### config.mk
export PLATFORM = sky130hd
export DESIGN_NAME = huffman_decoder
export DESIGN_NICKNAME = d
export VERILOG_FILES = /design/src/rtl/huffman_decoder_pkg.sv /design/src/rtl/huffman_code_lut.sv /design/src/rtl/huffman_decoder.sv
export SDC_FILE = /design/constraint.sdc
export NUM_CORES = 1
export LEC_CHECK = 0
export ABC_AREA = 1
export BUFFER_PORTS_ARGS = -buffer_cell sky130_fd_sc_hd__clkbuf_2
export CAP_MARGIN = 25
export CORE_MARGIN = 8
export CORE_UTILIZATION = 45
export DETAILED_ROUTE_END_ITERATION = 16
export SLEW_MARGIN = 20
export SYNTH_ARGS = -nofsm -noshare
export SYNTH_HDL_FRONTEND = slang
export SYNTH_SLANG_ARGS = --single-unit
### constraint.sdc
create_clock -name clk -period 6.8 [get_ports clk]
set_input_delay 1.02 -clock clk [delete_from_list [all_inputs] [get_ports clk]]
set_output_delay 1.02 -clock clk [all_outputs]
set_load 0.05 [all_outputs]
### src/rtl/huffman_decoder_pkg.sv
// rtl/huffman_decoder_pkg.sv - shared Huffman code table and constants (encoder and decoder)
package huffman_decoder_pkg;

   localparam int          NUM_SYM     = 27;
   localparam logic [3:0]  MAX_LEN     = 4'd8;
   localparam logic [7:0]  ASCII_A     = 8'h61;
   localparam logic [7:0]  ASCII_Z     = 8'h7A;
   localparam logic [7:0]  ASCII_SPACE = 8'h20;

   typedef enum logic [1:0] {
      ST_COLLECT,
      ST_PARTIAL,
      ST_HOLD
   } state_e;

   // Entries sorted by code length; values right-aligned. Prefix 10101 is deliberately unused.
   localparam logic [7:0] CODE_ASCII [NUM_SYM] = '{
      8'h20, 8'h65, 8'h74, 8'h61, 8'h6F, 8'h69, 8'h6E, 8'h73, 8'h68,
      8'h72, 8'h64, 8'h6C, 8'h63, 8'h75, 8'h6D, 8'h77, 8'h66, 8'h67,
      8'h79, 8'h70, 8'h62, 8'h76, 8'h6B, 8'h6A, 8'h78, 8'h71, 8'h7A
   };

   localparam logic [7:0] CODE_VAL [NUM_SYM] = '{
      8'h00, 8'h01, 8'h04, 8'h05, 8'h06, 8'h07, 8'h08, 8'h09, 8'h14,
      8'h16, 8'h17, 8'h18, 8'h19, 8'h1A, 8'h1B, 8'h38, 8'h39, 8'h3A,
      8'h3B, 8'h3C, 8'h3D, 8'h7C, 8'h7D, 8'hFC, 8'hFD, 8'hFE, 8'hFF
   };

   localparam logic [3:0] CODE_LEN [NUM_SYM] = '{
      4'd3, 4'd3, 4'd4, 4'd4, 4'd4, 4'd4, 4'd4, 4'd4, 4'd5,
      4'd5, 4'd5, 4'd5, 4'd5, 4'd5, 4'd5, 4'd6, 4'd6, 4'd6,
      4'd6, 4'd6, 4'd6, 4'd7, 4'd7, 4'd8, 4'd8, 4'd8, 4'd8
   };

endpackage

### src/rtl/huffman_code_lut.sv
// rtl/huffman_code_lut.sv - combinational codeword match against the static table
module huffman_code_lut
   import huffman_decoder_pkg::*;
(
   input  logic [7:0] value,
   input  logic [3:0] len,
   output logic       hit,
   output logic [7:0] ascii
);

   // Table is prefix-free, so the first hit in length order is the only possible one.
   always_comb begin
      hit   = 1'b0;
      ascii = 8'h00;
      for (int i = 0; i < NUM_SYM; i++) begin
         if (!hit && (len == CODE_LEN[i]) && (value == CODE_VAL[i])) begin
            hit   = 1'b1;
            ascii = CODE_ASCII[i];
         end
      end
   end

endmodule

### src/rtl/huffman_decoder.sv
// rtl/huffman_decoder.sv - serial MSB-first Huffman decoder with ready/valid symbol output
module huffman_decoder
   import huffman_decoder_pkg::*;
(
   input  logic        clk,
   input  logic        rst_n,
   input  logic        bit_in,
   input  logic        bit_valid,
   output logic        bit_ready,
   input  logic        clr,
   output logic [7:0]  sym_out,
   output logic        sym_valid,
   input  logic        sym_ready,
   output logic        err,
   output logic [15:0] sym_cnt
);

   logic [7:0]  acc_q, acc_d;
   logic [3:0]  len_q, len_d;
   logic [7:0]  sym_out_q;
   logic        sym_valid_q;
   logic        err_q;
   logic [15:0] sym_cnt_q;
   logic        rdy_q;
   state_e      state_q;

   logic        bit_fire, sym_fire, match, overflow;
   logic        lut_hit;
   logic [7:0]  lut_ascii;

   // rdy_q keeps bit_ready low while in reset and lets it rise on the first clock after.
   assign bit_ready = rdy_q && (!sym_valid_q || sym_ready);
   assign bit_fire  = bit_valid && bit_ready && !clr;
   assign sym_fire  = sym_valid_q && sym_ready;
   assign acc_d     = {acc_q[6:0], bit_in};
   assign len_d     = len_q + 4'd1;
   assign match     = bit_fire && lut_hit;
   assign overflow  = bit_fire && !lut_hit && (len_d == MAX_LEN);

   huffman_code_lut u_lut (
      .value (acc_d),
      .len   (len_d),
      .hit   (lut_hit),
      .ascii (lut_ascii)
   );

   always_ff @(posedge clk or negedge rst_n) begin
      if (!rst_n) begin
         acc_q       <= 8'h00;
         len_q       <= 4'd0;
         sym_out_q   <= 8'h00;
         sym_valid_q <= 1'b0;
         err_q       <= 1'b0;
         sym_cnt_q   <= 16'h0000;
         rdy_q       <= 1'b0;
         state_q     <= ST_COLLECT;
      end else begin
         rdy_q <= 1'b1;
         err_q <= overflow;

         if (sym_fire && (sym_cnt_q != 16'hFFFF))
            sym_cnt_q <= sym_cnt_q + 16'd1;

         if (clr || match || overflow) begin
            acc_q <= 8'h00;
            len_q <= 4'd0;
         end else if (bit_fire) begin
            acc_q <= acc_d;
            len_q <= len_d;
         end

         // A new match in the same cycle as a transfer replaces the outgoing symbol.
         if (match) begin
            sym_out_q   <= lut_ascii;
            sym_valid_q <= 1'b1;
         end else if (sym_fire) begin
            sym_valid_q <= 1'b0;
         end

         if (match)
            state_q <= sym_ready ? ST_COLLECT : ST_HOLD;
         else if ((state_q == ST_HOLD) && !sym_ready)
            state_q <= ST_HOLD;
         else if (clr || overflow)
            state_q <= ST_COLLECT;
         else if (bit_fire)
            state_q <= ST_PARTIAL;
         else if (state_q == ST_HOLD)
            state_q <= ST_COLLECT;
      end
   end

   assign sym_out   = sym_out_q;
   assign sym_valid = sym_valid_q;
   assign err       = err_q;
   assign sym_cnt   = sym_cnt_q;

endmodule

# == Word-level counts from Yosys, hierarchy flattened ==
# Index checks and enable logic that the tools add are counted.
# totals
output_inout_bits,27
ff_bits,38
word_cells,198
in_bits,6
# op_classes
n_mux,60
n_eq_ne,33
n_reduce_logical,96
n_addsub,2
# ops
cell,n
7-bit two-way mux,28
1-bit logical AND,61
"8-bit by 5-bit == test with 1-bit output, second input constant",7
"8-bit by 6-bit == test with 1-bit output, second input constant",6
"8-bit by 3-bit == test with 1-bit output, second input constant",4
"8-bit == test, second input constant",4
1-bit logical NOT,29
1-bit two-way mux,29
"16-bit by 1-bit adder with 16-bit output, second input constant",1
"4-bit by 3-bit == test with 1-bit output, second input constant",4
"8-bit by 4-bit == test with 1-bit output, second input constant",2
"8-bit by 7-bit == test with 1-bit output, second input constant",2
"16-bit != test, second input constant",1
"8-bit by 1-bit == test with 1-bit output, second input constant",1
8-bit logical NOT,1
4-bit two-way mux,2
6-bit two-way mux,1
"4-bit by 1-bit adder with 4-bit output, second input constant",1
"4-bit by 2-bit == test with 1-bit output, second input constant",1
"4-bit == test, second input constant",1
2-bit nonzero test,2
1-bit logical OR,3

# == Longest topological paths before layout ==
# Gate-level depths: netlist of the first run.
# depth
depth_word,113
ltp_mapped,27

# == Cells and area by module ==
# Synthesis of the first run repeated with hierarchy kept, for this count alone.
# hier_totals
hier_cells,435
area_unflattened_um2,2885.3
# by_module_without_submodules
module,n_inst,area_each_um2,cells_each,seq_area_each_um2
huffman_decoder,1,2065.7,278,950.9
huffman_code_lut,1,819.5,157,0.0

# == Worst setup path after synthesis of the first run ==
# No wires, ideal clock.
# synth_path
kind,in2reg
from,input port bit_in
to,"register sym_out_q[5], in the netlist sym_out[5]"
setup_ns,0.124
path_stages,23
arrival_time_ns,3.215
path_slack_ns,3.460
path_cell_list,inv_1 > nand2_1 > nor2_1 > nand3_1 > nand3_1 > nor2_1 > nand3_1 > nor2_2 > nand3_1 > nor2_2 > nor2_2 > nand4_1 > a21oi_2 > nor3_1 > nand2_1 > a21oi_1 > nor2_1 > nand4_1 > nor3_2 > nand2_1 > nand2_2 > inv_2 > or2_1
# synth_between
elab_chain_cells,108
word_cells_on_any_way,161
classes_between,eq/ne: 26; mux: 54; reduce/logical: 81
# synth_lines
item,line,source
start: declaration,huffman_decoder.sv:7,"input logic bit_in,"
8-bit logical NOT,huffman_code_lut.sv:16,if (!hit && (len == CODE_LEN[i]) && (value == CODE_VAL[i])) begin
1-bit logical AND,huffman_code_lut.sv:16,
1-bit two-way mux,huffman_code_lut.sv:16,
1-bit logical NOT,huffman_code_lut.sv:16,
1-bit logical AND (2 in series),huffman_code_lut.sv:16,
1-bit two-way mux,huffman_code_lut.sv:16,
1-bit logical NOT,huffman_code_lut.sv:16,
1-bit logical AND (2 in series),huffman_code_lut.sv:16,
(+88 left out),--,
1-bit two-way mux,huffman_code_lut.sv:16,
1-bit logical NOT,huffman_code_lut.sv:16,
1-bit logical AND (2 in series),huffman_code_lut.sv:16,
1-bit two-way mux,huffman_code_lut.sv:16,
1-bit logical NOT,huffman_code_lut.sv:16,
1-bit logical AND (2 in series),huffman_code_lut.sv:16,
1-bit two-way mux,huffman_code_lut.sv:16,
1-bit logical AND,huffman_decoder.sv:37,assign match = bit_fire && lut_hit;
end signal: assignment,huffman_decoder.sv:74,sym_out_q <= lut_ascii;
end: declaration,huffman_decoder.sv:20,logic [7:0] sym_out_q;
# Several ways; a longest one is shown, not always the timed one.
# A chain may end at the register's enable or synchronous reset.

# == Worst setup path in the final report of the first run ==
# Same ends and word-level chain as after synthesis.

==> results.yml, run 1 <==
cts:
  clkLatencyLatePin_ps: 290
  cts-resized-gates: 0
  numCtsBuffers: 5
  cts-hold-fix-buffers: 0
  cts.sinks: 37
  clk_path_buf_depth: 2
  h-tree-depth: 2
  path_clk_slew_ps: 70
  cts_setup_buffers: 0
  cts_tree: "built"
  root_buffer: "clkbuf_8"
layout:
  drive_gt1_frac: 0.146
  fin_area_sq_um: 2760
  n_fill_cell: 536
  diodes: 0
  utilization: 0.539
  fin_nets: 379
  syn_to_final_growth_pct: 15.0
sta:
  rsz0062_at_grt: "no"
  clock.fmax_mhz: 265
  tightestPinTransition_ps: 877
  hold_slack_ps: 465
  finalHoldViolCount: 0
  slew_viol_final: 0
  fin_worst_skew_ps: 9.47
  period_needed_ps: 3780
  slew_headroom: 0.410
  fin_crit_sh: 0.556
  setup_tns_ps: 0
  finalSetupViolations: 0
route:
  via_count: 2216
  wirelength_mm: 5.64
  viasPerCell: 5.05
  drtIter0Drc: 73
  firstDrtPassIters: 4
  drcViolationCount: 0
  ant_nets: 0
  post_drt_wl_per_cell_um: 12.8
floorplan:
  die_y_um: 89.0
  row_count: 26
  initial_core_util: 0.469
  io_pins: 33
  core_area_sq_um: 5110
  dieArea_sq_um: 7910
  die_x_um: 89.0
global_routing:
  grt_pass1_vias: 2175
  grt_max_degree: 38
  antenna_found_initial: 0
  grt_overflow: 0
  grt_use_total: 0.157
  grt_first_pass_wirelength_mm: 9.85
worst_setup_path:
  path_class: "in -> reg"
  crit_required_ps: 6980
  endpoint_kind: "flip-flop"
  arrival_ps: 3960
  cp_max_fo: 11
  startpoint_type: "primary input"
place:
  port-buffer-count: 31
  gp_congestion: 0.907
  place_area_sq_um: 2620
  hpwl_mm: 4.39
logic_synthesis:
  syn_area_per_cell_sq_um: 7.21
  synth.yosys.seq_area_share: 0.387
  yosys_register_bits: 37
  synthDistinctLibCells: 35
  synthTopCellsByArea: "dfrtp_1 (39%), inv_1 (9.7%), nand2_1 (9.7%)"
  synth_edf_count: 0
  synth_top_area_frac: 0.387
  syn_nets: 343
  synth.top_cells.by_count: "inv_1 (62), nand2_1 (62), nor2_1 (43)"
  synth_ff_type: "dfrtp_1"
  ys_async_sr_fraction: 1.00
  synth_cells: 332
  synth.cell_area_sq_um: 2390
  synth_area_leader_cell: "dfrtp_1"
  yosysWarnings: 0
worst_hold_path:
  hold_class: "reg -> reg"
flow_run:
  drv_cap: 0
status:
  status: "finished clean"
pwr:
  irDropWorstVdd_v: 0.000109
  p_leak_uw: 0.00144
  power_density_nw_per_um2: 214
  power.total_uw: 589
[cell usage in the layout, fill, tap and decap left out, drive strengths merged]
| master | synthesis | final |
|---|---|---|
| o211ai | 2 | 2 |
| nand2 | 66 | 66 |
| buf | 2 | 1 |
| nor4 | 8 | 8 |
| o2111ai | 4 | 4 |
| dfrtp | 37 | 37 |
| nand3 | 21 | 21 |
| o21a | 2 | 2 |
| a22oi | 1 | 1 |
| a21oi | 10 | 10 |
| nor2 | 49 | 49 |
| ha | 5 | 5 |
| clkinvlp | 0 | 1 |
| a21o | 1 | 1 |
| o41ai | 1 | 1 |
| nand4 | 14 | 14 |
| or2 | 1 | 1 |
| xor2 | 10 | 10 |
| nor3 | 10 | 10 |
| xnor2 | 4 | 4 |
| inv | 63 | 63 |
| clkbuf | 1 | 37 |
| o21ai | 15 | 15 |
| bufinv | 0 | 1 |
| nor3b | 1 | 1 |
| a2111oi | 1 | 1 |
| conb | 2 | 2 |
| nand3b | 1 | 1 |
[where the power goes]
group	leakage [uW]	switching, uW	internal [uW]	total (uW)
clock network	0.0000574	81.3	119	201
registers	0.000483	17.8	238	255
logic	0.000898	98.0	35.4	133
total	0.00144	197	392	589
[flip-flops by register name, summed over array words and instances, names as in the netlist]
signal     cells
sym_cnt       16
acc_q          7
sym_out        7
len_q          4
err            1
rdy_q          1
sym_valid      1
[final cells by class]
type | instances | area, sq um | share of cell area
Clock buffer | 6 | 82.6 | 0.0300
Clock inverter | 2 | 37.5 | 0.0136
Inverter | 63 | 236 | 0.0858
Multi-Input combinational cell | 229 | 1210 | 0.439
Sequential cell | 37 | 926 | 0.336
Tap cell | 70 | 87.6 | 0.0318
Timing Repair Buffer | 32 | 175 | 0.0636
[path summary, 6_finish.rpt]
path                       slack [ps]    endpoint        from  cells past startpoint
setup / recovery                 3020  sym_out[5]      bit_in                     24
hold / removal                    460  sym_out[5]  sym_out[5]                      1
setup reg to reg                 3240  sym_out[5]    len_q[0]                     24
hold reg to reg                   460  sym_out[5]  sym_out[5]                      1
max in group asynchronous        5810  sym_cnt[0]       rst_n                      2
min in group asynchronous         570    acc_q[0]       rst_n                      1
[layer usage]
layer,wire length (um),global-route usage,vias up
met5,0,0,-
met3,296,0.0276,4
li1,-,-,1139
met2,2610,0.259,45
met1,2670,0.199,1028
met4,61,0.0559,0
[cells by family (layout without fill, tap and decap cells)]
| group | Yosys count | after routing | share of synthesized area |
|---|---|---|---|
| simple gates | 171 | 171 | 0.330 |
| flops | 37 | 37 | 0.387 |
| xor+xnor | 14 | 14 | 0.0512 |
| other cells | 2 | 2 | 0.00314 |
| fa+ha+maj | 5 | 5 | 0.0261 |
| buf+inv | 66 | 103 | 0.108 |
| compound gates | 37 | 37 | 0.0946 |
[worst max-delay path: stages]
cell	delay, ps
clkbuf_2	100
inv_1	110
nand2_1	100
nor2_1	170
nand3_1	130
nand3_1	100
nor2_1	40
nand3_1	80
nor2_2	50
nand3_1	100
nor2_2	60
nor2_2	120
nand4_1	160
a21oi_2	240
nor3_1	90
nand2_1	170
a21oi_1	70
nor2_1	130
nand4_1	140
nor3_2	210
nand2_1	100
nand2_2	190
inv_2	80
or2_1	200
[metrics by stage]
stage | setup WS (ps) | cells
2_1_floorplan | 3460 | 332
3_3_place_gp | 2820 | 430
3_5_place_dp | 2740 | 430
4_1_cts | 3040 | 438
5_1_grt | 2680 | 439
6_report | 3020 | 439
Note: power is estimated with default switching activity, not from simulation.
==> run 2: changes to the inputs <==
--- a/config.mk
+++ b/config.mk
@@ -5,12 +5,13 @@
 export SDC_FILE = /design/constraint.sdc
 export NUM_CORES = 1
 export LEC_CHECK = 0
-export ABC_AREA = 1
+export ABC_AREA = 0
 export BUFFER_PORTS_ARGS = -buffer_cell sky130_fd_sc_hd__clkbuf_2
 export CAP_MARGIN = 25
 export CORE_MARGIN = 8
 export CORE_UTILIZATION = 45
 export DETAILED_ROUTE_END_ITERATION = 16
+export PLACE_DENSITY = 0.67
 export SLEW_MARGIN = 20
 export SYNTH_ARGS = -nofsm -noshare
 export SYNTH_HDL_FRONTEND = slang
==> constraint.sdc (replaced) <==
create_clock -name clk -period 3.2 [get_ports clk]
set_input_delay 0.48 -clock clk [delete_from_list [all_inputs] [get_ports clk]]
set_output_delay 0.48 -clock clk [all_outputs]
set_load 0.05 [all_outputs]
==> run 2 against run 1 <==
Effect of this change: worst setup slack lost 2300 ps; global-route usage shrank 0.13 points; area after synthesis rose by 6.7%; synthesized cell count down 19%; first-iteration DRC count rose to 3.1 times the previous value; total power is 75% higher; critical path type is now reg -> reg; largest cell class unchanged.
==> results.yml, run 2 <==
cts:
  clkLatencyLatePin_ps: 300
  h-tree-depth: 2
  cts.sinks: 37
  numCtsBuffers: 5
  cts_tree: "built"
  cts-resized-gates: 0
  cts-hold-fix-buffers: 0
  root_buffer: "clkbuf_8"
  clk_path_buf_depth: 2
  cts_setup_buffers: 0
  path_clk_slew_ps: 80
route:
  firstDrtPassIters: 5
  viasPerCell: 6.03
  met1_length_mm: 2.78
  wirelength_mm: 6.31
  routed.top_layer: "met4"
  drtIter0Drc: 229
  ant_nets: 0
  via_count: 2224
  drcViolationCount: 0
  post_drt_wl_per_cell_um: 17.1
  wl_met3_um: 459
  route.met2.wl_mm: 2.90
global_routing:
  grt_use_total: 0.155
  antenna_found_initial: 0
  grt_max_degree: 38
  grt_pass1_vias: 2113
  grt_overflow: 0
  grt_first_pass_wirelength_mm: 10.6
logic_synthesis:
  synth.top_cells.by_count: "dfrtp_1 (37), nor2_1 (26), nand2_1 (17)"
  synth_ff_type: "dfrtp_1"
  synth.cell_area_sq_um: 2550
  synth_area_leader_cell: "dfrtp_1"
  synth_edf_count: 0
  ys_async_sr_fraction: 1.00
  yosysWarnings: 0
  synth_cells: 269
  syn_nets: 280
  synth_top_area_frac: 0.362
  yosysMostFrequentCell: "dfrtp_1"
  synth.yosys.seq_area_share: 0.362
  syn_area_per_cell_sq_um: 9.50
  synthTopCellsByArea: "dfrtp_1 (36%), nor2_1 (3.8%), xnor2_1 (3.8%)"
  synthDistinctLibCells: 71
  yosys_register_bits: 37
place:
  place_area_sq_um: 2730
  hpwl_mm: 4.59
  gp_congestion: 0.923
  port-buffer-count: 31
pwr:
  power_density_nw_per_um2: 364
  irDropWorstVdd_v: 0.000221
  p_leak_uw: 0.00122
sta:
  finalSetupViolations: 0
  slew_headroom: 0.581
  period_needed_ps: 2460
  finalHoldViolCount: 0
  tightestPinTransition_ps: 627
  fin_worst_skew_ps: 6.86
  fin_crit_sh: 0.770
  clock.fmax_mhz: 406
  hold_slack_ps: 33.6
  rsz0062_at_grt: "no"
  setup_tns_ps: 0
  slew_viol_final: 0
floorplan:
  die_y_um: 91.4
  row_count: 27
  dieArea_sq_um: 8340
  die_x_um: 91.4
  core_area_sq_um: 5510
  initial_core_util: 0.464
  io_pins: 33
layout:
  n_fill_cell: 515
  drive_gt1_frac: 0.236
  layout_commonest_cell: "dfrtp_1"
  fin_area_sq_um: 2840
  diodes: 0
  final_cell_mix: "dfrtp_1 (37), clkbuf_2 (31), nor2_1 (26)"
  largest_reg_flops: 16
  syn_to_final_growth_pct: 11.0
  fin_nets: 307
worst_setup_path:
  rr_startpoint: "len_q[0]"
  reg2reg_depth: 8
  arrival_ps: 2660
  startpoint_type: "flip-flop"
  endpoint_kind: "flip-flop"
  cp_max_fo: 10
  r2r-end: "sym_out[4]"
  path_class: "reg -> reg"
  crit_required_ps: 3400
  regToRegSetupSlack_ps: 740
flow_run:
  drv_cap: 0
status:
  status: "finished clean"
worst_hold_path:
  hold_class: "in -> async"
## run 2: changes by cell type after synthesis, sizes merged, moves of 7 or more
cell	delta
inv	-59
nand2	-47
nor2	-19
nand2b	+9
a22o	+8
a31oi	+7
nand4	-7
xnor2	+7
## run 2: cell type report
cell class              count  area (sq um)  area share
clock buffers               6          72.6      0.0256
clock inverters             2          15.0     0.00530
inverters                   4          15.0     0.00530
multi-input cells         216          1540       0.544
flip-flops and latches     37           926       0.327
well taps                  72          90.1      0.0318
repair buffers             32           175      0.0618
## run 2: worst max path at each step
stage / from / depth (start not counted) / slack (ps) / end
2_1_floorplan: sym_cnt[4] / 8 / 1010 / sym_cnt[11]
3_3_place_gp: len_q[0] / 8 / 810 / sym_out[0]
3_5_place_dp: len_q[0] / 8 / 780 / sym_out[4]
4_1_cts: len_q[0] / 8 / 770 / sym_out[4]
5_1_grt: len_q[0] / 8 / 520 / sym_out[3]
6_report: len_q[0] / 8 / 740 / sym_out[4]
## run 2: layer usage
| metal | vias up | global-route usage |
|---|---|---|
| met1 | 1041 | 0.198 |
| li1 | 1051 | - |
| met2 | 112 | 0.239 |
| met4 | 0 | 0.0764 |
| met3 | 20 | 0.0387 |
| met5 | - | 0 |
## run 2: where the power goes
group / leakage, uW / switching [uW] / internal, uW / total, uW
Clock: 0.0000374 / 188 / 154 / 342
Combinational: 0.000670 / 131 / 49.0 / 180
Sequential: 0.000510 / 22.8 / 488 / 511
## run 2: critical path: stages (launching register included)
cell and delay [ps]:
dfrtp_1 470, ha_1 380, nor3b_4 300, and3b_2 300, nor2_8 70, nor4_4 360
a211o_4 210, o21ai_1 90, o22a_1 180
## run 2: kinds of logic after synthesis
group                      Yosys count  synth area share
AOI/OAI and AO/OA                   71             0.208
xor gates and xnor gates            15            0.0514
adders and majority gates            5            0.0245
buffers and inverters               16            0.0343
DFF                                 37             0.362
muxes                                2           0.00833
other                                2           0.00294
and+or+nand+nor                    121             0.309
## run 2: metrics by stage
| step | instances | total power (uW) | util | worst slack, ps |
|---|---|---|---|---|
| 2_1_floorplan | 269 | 647 | - | 1010 |
| 3_3_place_gp | 360 | 696 | 0.495 | 814 |
| 3_5_place_dp | 360 | 698 | 0.495 | 785 |
| 4_1_cts | 368 | 1040 | 0.511 | 771 |
| 5_1_grt | 369 | 1080 | 0.515 | 515 |
| 6_report | 369 | 1030 | 0.515 | 736 |
==> run 3: changes to the inputs <==
--- a/config.mk
+++ b/config.mk
@@ -11,7 +11,6 @@
 export CORE_MARGIN = 8
 export CORE_UTILIZATION = 45
 export DETAILED_ROUTE_END_ITERATION = 16
-export PLACE_DENSITY = 0.67
 export SLEW_MARGIN = 20
 export SYNTH_ARGS = -nofsm -noshare
 export SYNTH_HDL_FRONTEND = slang
==> constraint.sdc (replaced) <==
create_clock -name clk -period 2.32 [get_ports clk]
set_input_delay 0.348 -clock clk [delete_from_list [all_inputs] [get_ports clk]]
set_output_delay 0.348 -clock clk [all_outputs]
set_load 0.05 [all_outputs]
==> run 3 against run 2 <==
Effect of this change: global-route usage rose by 0.20 points; worst setup slack got worse by 640 ps; final cell count rose by 4.3%; largest power group unchanged; count of clock-buffer cells in the layout is 1 lower; non-clock buffer count rose by 16; via count up 0.94%; worst hold slack better by 60 ps; design area grew 5.5%; critical path type unchanged; critical endpoint is now len_q[2].
==> results.yml, run 3 (synthesis results as in run 2) <==
route:
  wirelength_mm: 6.54
  drcViolationCount: 0
  viasPerCell: 5.83
  ant_nets: 0
  firstDrtPassIters: 4
  drtIter0Drc: 185
  via_count: 2245
  post_drt_wl_per_cell_um: 17.0
global_routing:
  busiest_layer: "met2"
  grt_use_total: 0.157
  met2_usage: 0.236
  grt_use_met1: 0.217
  antenna_found_initial: 0
  use_met3: 0.0362
  grt_overflow: 0
  grt_pass1_vias: 2152
  grt_max_degree: 38
  grt_first_pass_wirelength_mm: 10.9
floorplan:
  die_y_um: 91.4
  dieArea_sq_um: 8340
  core_area_sq_um: 5510
  die_x_um: 91.4
  initial_core_util: 0.464
  io_pins: 33
  row_count: 27
sta:
  tightestPinTransition_ps: 688
  finalSetupViolations: 0
  rsz0062_at_grt: "yes"
  period_needed_ps: 2220
  slew_headroom: 0.539
  fin_worst_skew_ps: 6.27
  clock.fmax_mhz: 451
  finalHoldViolCount: 0
  fin_crit_sh: 0.956
  slew_viol_final: 0
  setup_slack_ps: 101
worst_setup_path:
  path_cells: "ha_2 -> and4bb_1 -> and3_4 -> nor2_8 -> nor4_4 -> buf_4 -> nor3_1 -> o21ai_0 -> a21oi_1"
  endpoint_kind: "flip-flop"
  slowest_stage: "dfrtp_2"
  worst-path-buf-inv: 1
  crit_family: "simple AND/OR/NAND/NOR gates"
  max_stage_delay_ps: 450
  path_class: "reg -> reg"
  startpoint_type: "flip-flop"
  cp_max_fo: 6
  crit_required_ps: 2510
  arrival_ps: 2400
pwr:
  switching_share: 0.332
  power.total_uw: 1440
  clock_power_share: 0.328
  p_switching_uw: 478
  p_int_uw: 965
  p_comb_frac: 0.186
  p_leak_uw: 0.00130
  irDropWorstVdd_v: 0.000261
  p_seq_frac: 0.486
  power_density_nw_per_um2: 482
cts:
  root_buffer: "clkbuf_8"
  cts.sinks: 37
  clk_path_buf_depth: 2
  cts_tree: "built"
  path_clk_slew_ps: 90
  numCtsBuffers: 5
  clkLatencyLatePin_ps: 290
  h-tree-depth: 2
layout:
  fin_area_sq_um: 2990
  fin_nets: 323
  largest_reg_flops: 16
  syn_to_final_growth_pct: 17.1
  final_cell_mix: "dfrtp_1 (35), clkbuf_2 (31), nor2_1 (25)"
  layout_commonest_cell: "dfrtp_1"
  drive_gt1_frac: 0.323
  diodes: 0
  utilization: 0.543
place:
  gp_congestion: 0.930
  place_area_sq_um: 2830
  place_ws_ps: 19.9
  hpwl_mm: 4.91
  port-buffer-count: 31
status:
  status: "finished clean"
worst_hold_path:
  hold_class: "in -> async"
flow_run:
  drv_cap: 0
## run 3: final cells by class
class	count	area, sq um
repair buffers	48	283
fillers	516	2510
well taps	72	90.1
multi-input cells	216	1590
inverters	4	15.0
clock inverters	3	21.3
flip-flops and latches	37	928
clock buffers	5	68.8
## run 3: final timing paths
path | end | slack [ps] | cells after the start | from
min in group clk | len_q[2] | 270 | 2 | clr
worst min-delay path | sym_cnt[2] | 90 | 2 | rst_n
max in group asynchronous | len_q[1] | 1860 | 2 | rst_n
worst min register to register | sym_out[5] | 480 | 1 | sym_out[5]
worst max register to register | len_q[2] | 100 | 9 | len_q[0]
worst max-delay path | len_q[2] | 100 | 9 | len_q[0]
## run 3: routing by layer
layer | up-vias | share of wire | routed length (um)
li1 | 1086 | - | -
met1 | 1067 | 0.47 | 3100
met2 | 81 | 0.45 | 2960
met3 | 11 | 0.058 | 381
met4 | 0 | 0.016 | 104
met5 | - | 0 | 0
## run 3: timing repair
action | CTS | global route
buffers inserted | 0 | 3
hold endpoints to repair | 0 | 0
hold buffers | 0 | 0
pin swaps | 0 | 7
endpoints found under the setup margin | 1 | 18
gates resized for setup | 1 | 15
## run 3: power groups by stage
stage	clock network (uW)	registers, uW	logic (uW)
floorplan	0	791	101
global placement	0	713	259
detailed placement	0	714	262
CTS	489	701	263
global route	511	706	294
finish	473	701	269
## run 3: metrics by stage
stage	setup TNS (ps)	std cells	hold slack, ps
after floorplan	0	269	52.4
after global placement	0	374	423
after detailed placement	0	374	424
after CTS	0	382	105
after global routing	-30.5	385	124
final	0	385	93.1
## run 3: worst reg2reg max path, cell delays in order, from the launching register on
cell and delay, ps:
dfrtp_2 450, ha_2 240, and4bb_1 310, and3_4 240, nor2_8 70, nor4_4 360, buf_4 180, nor3_1 40
o21ai_0 150, a21oi_1 80
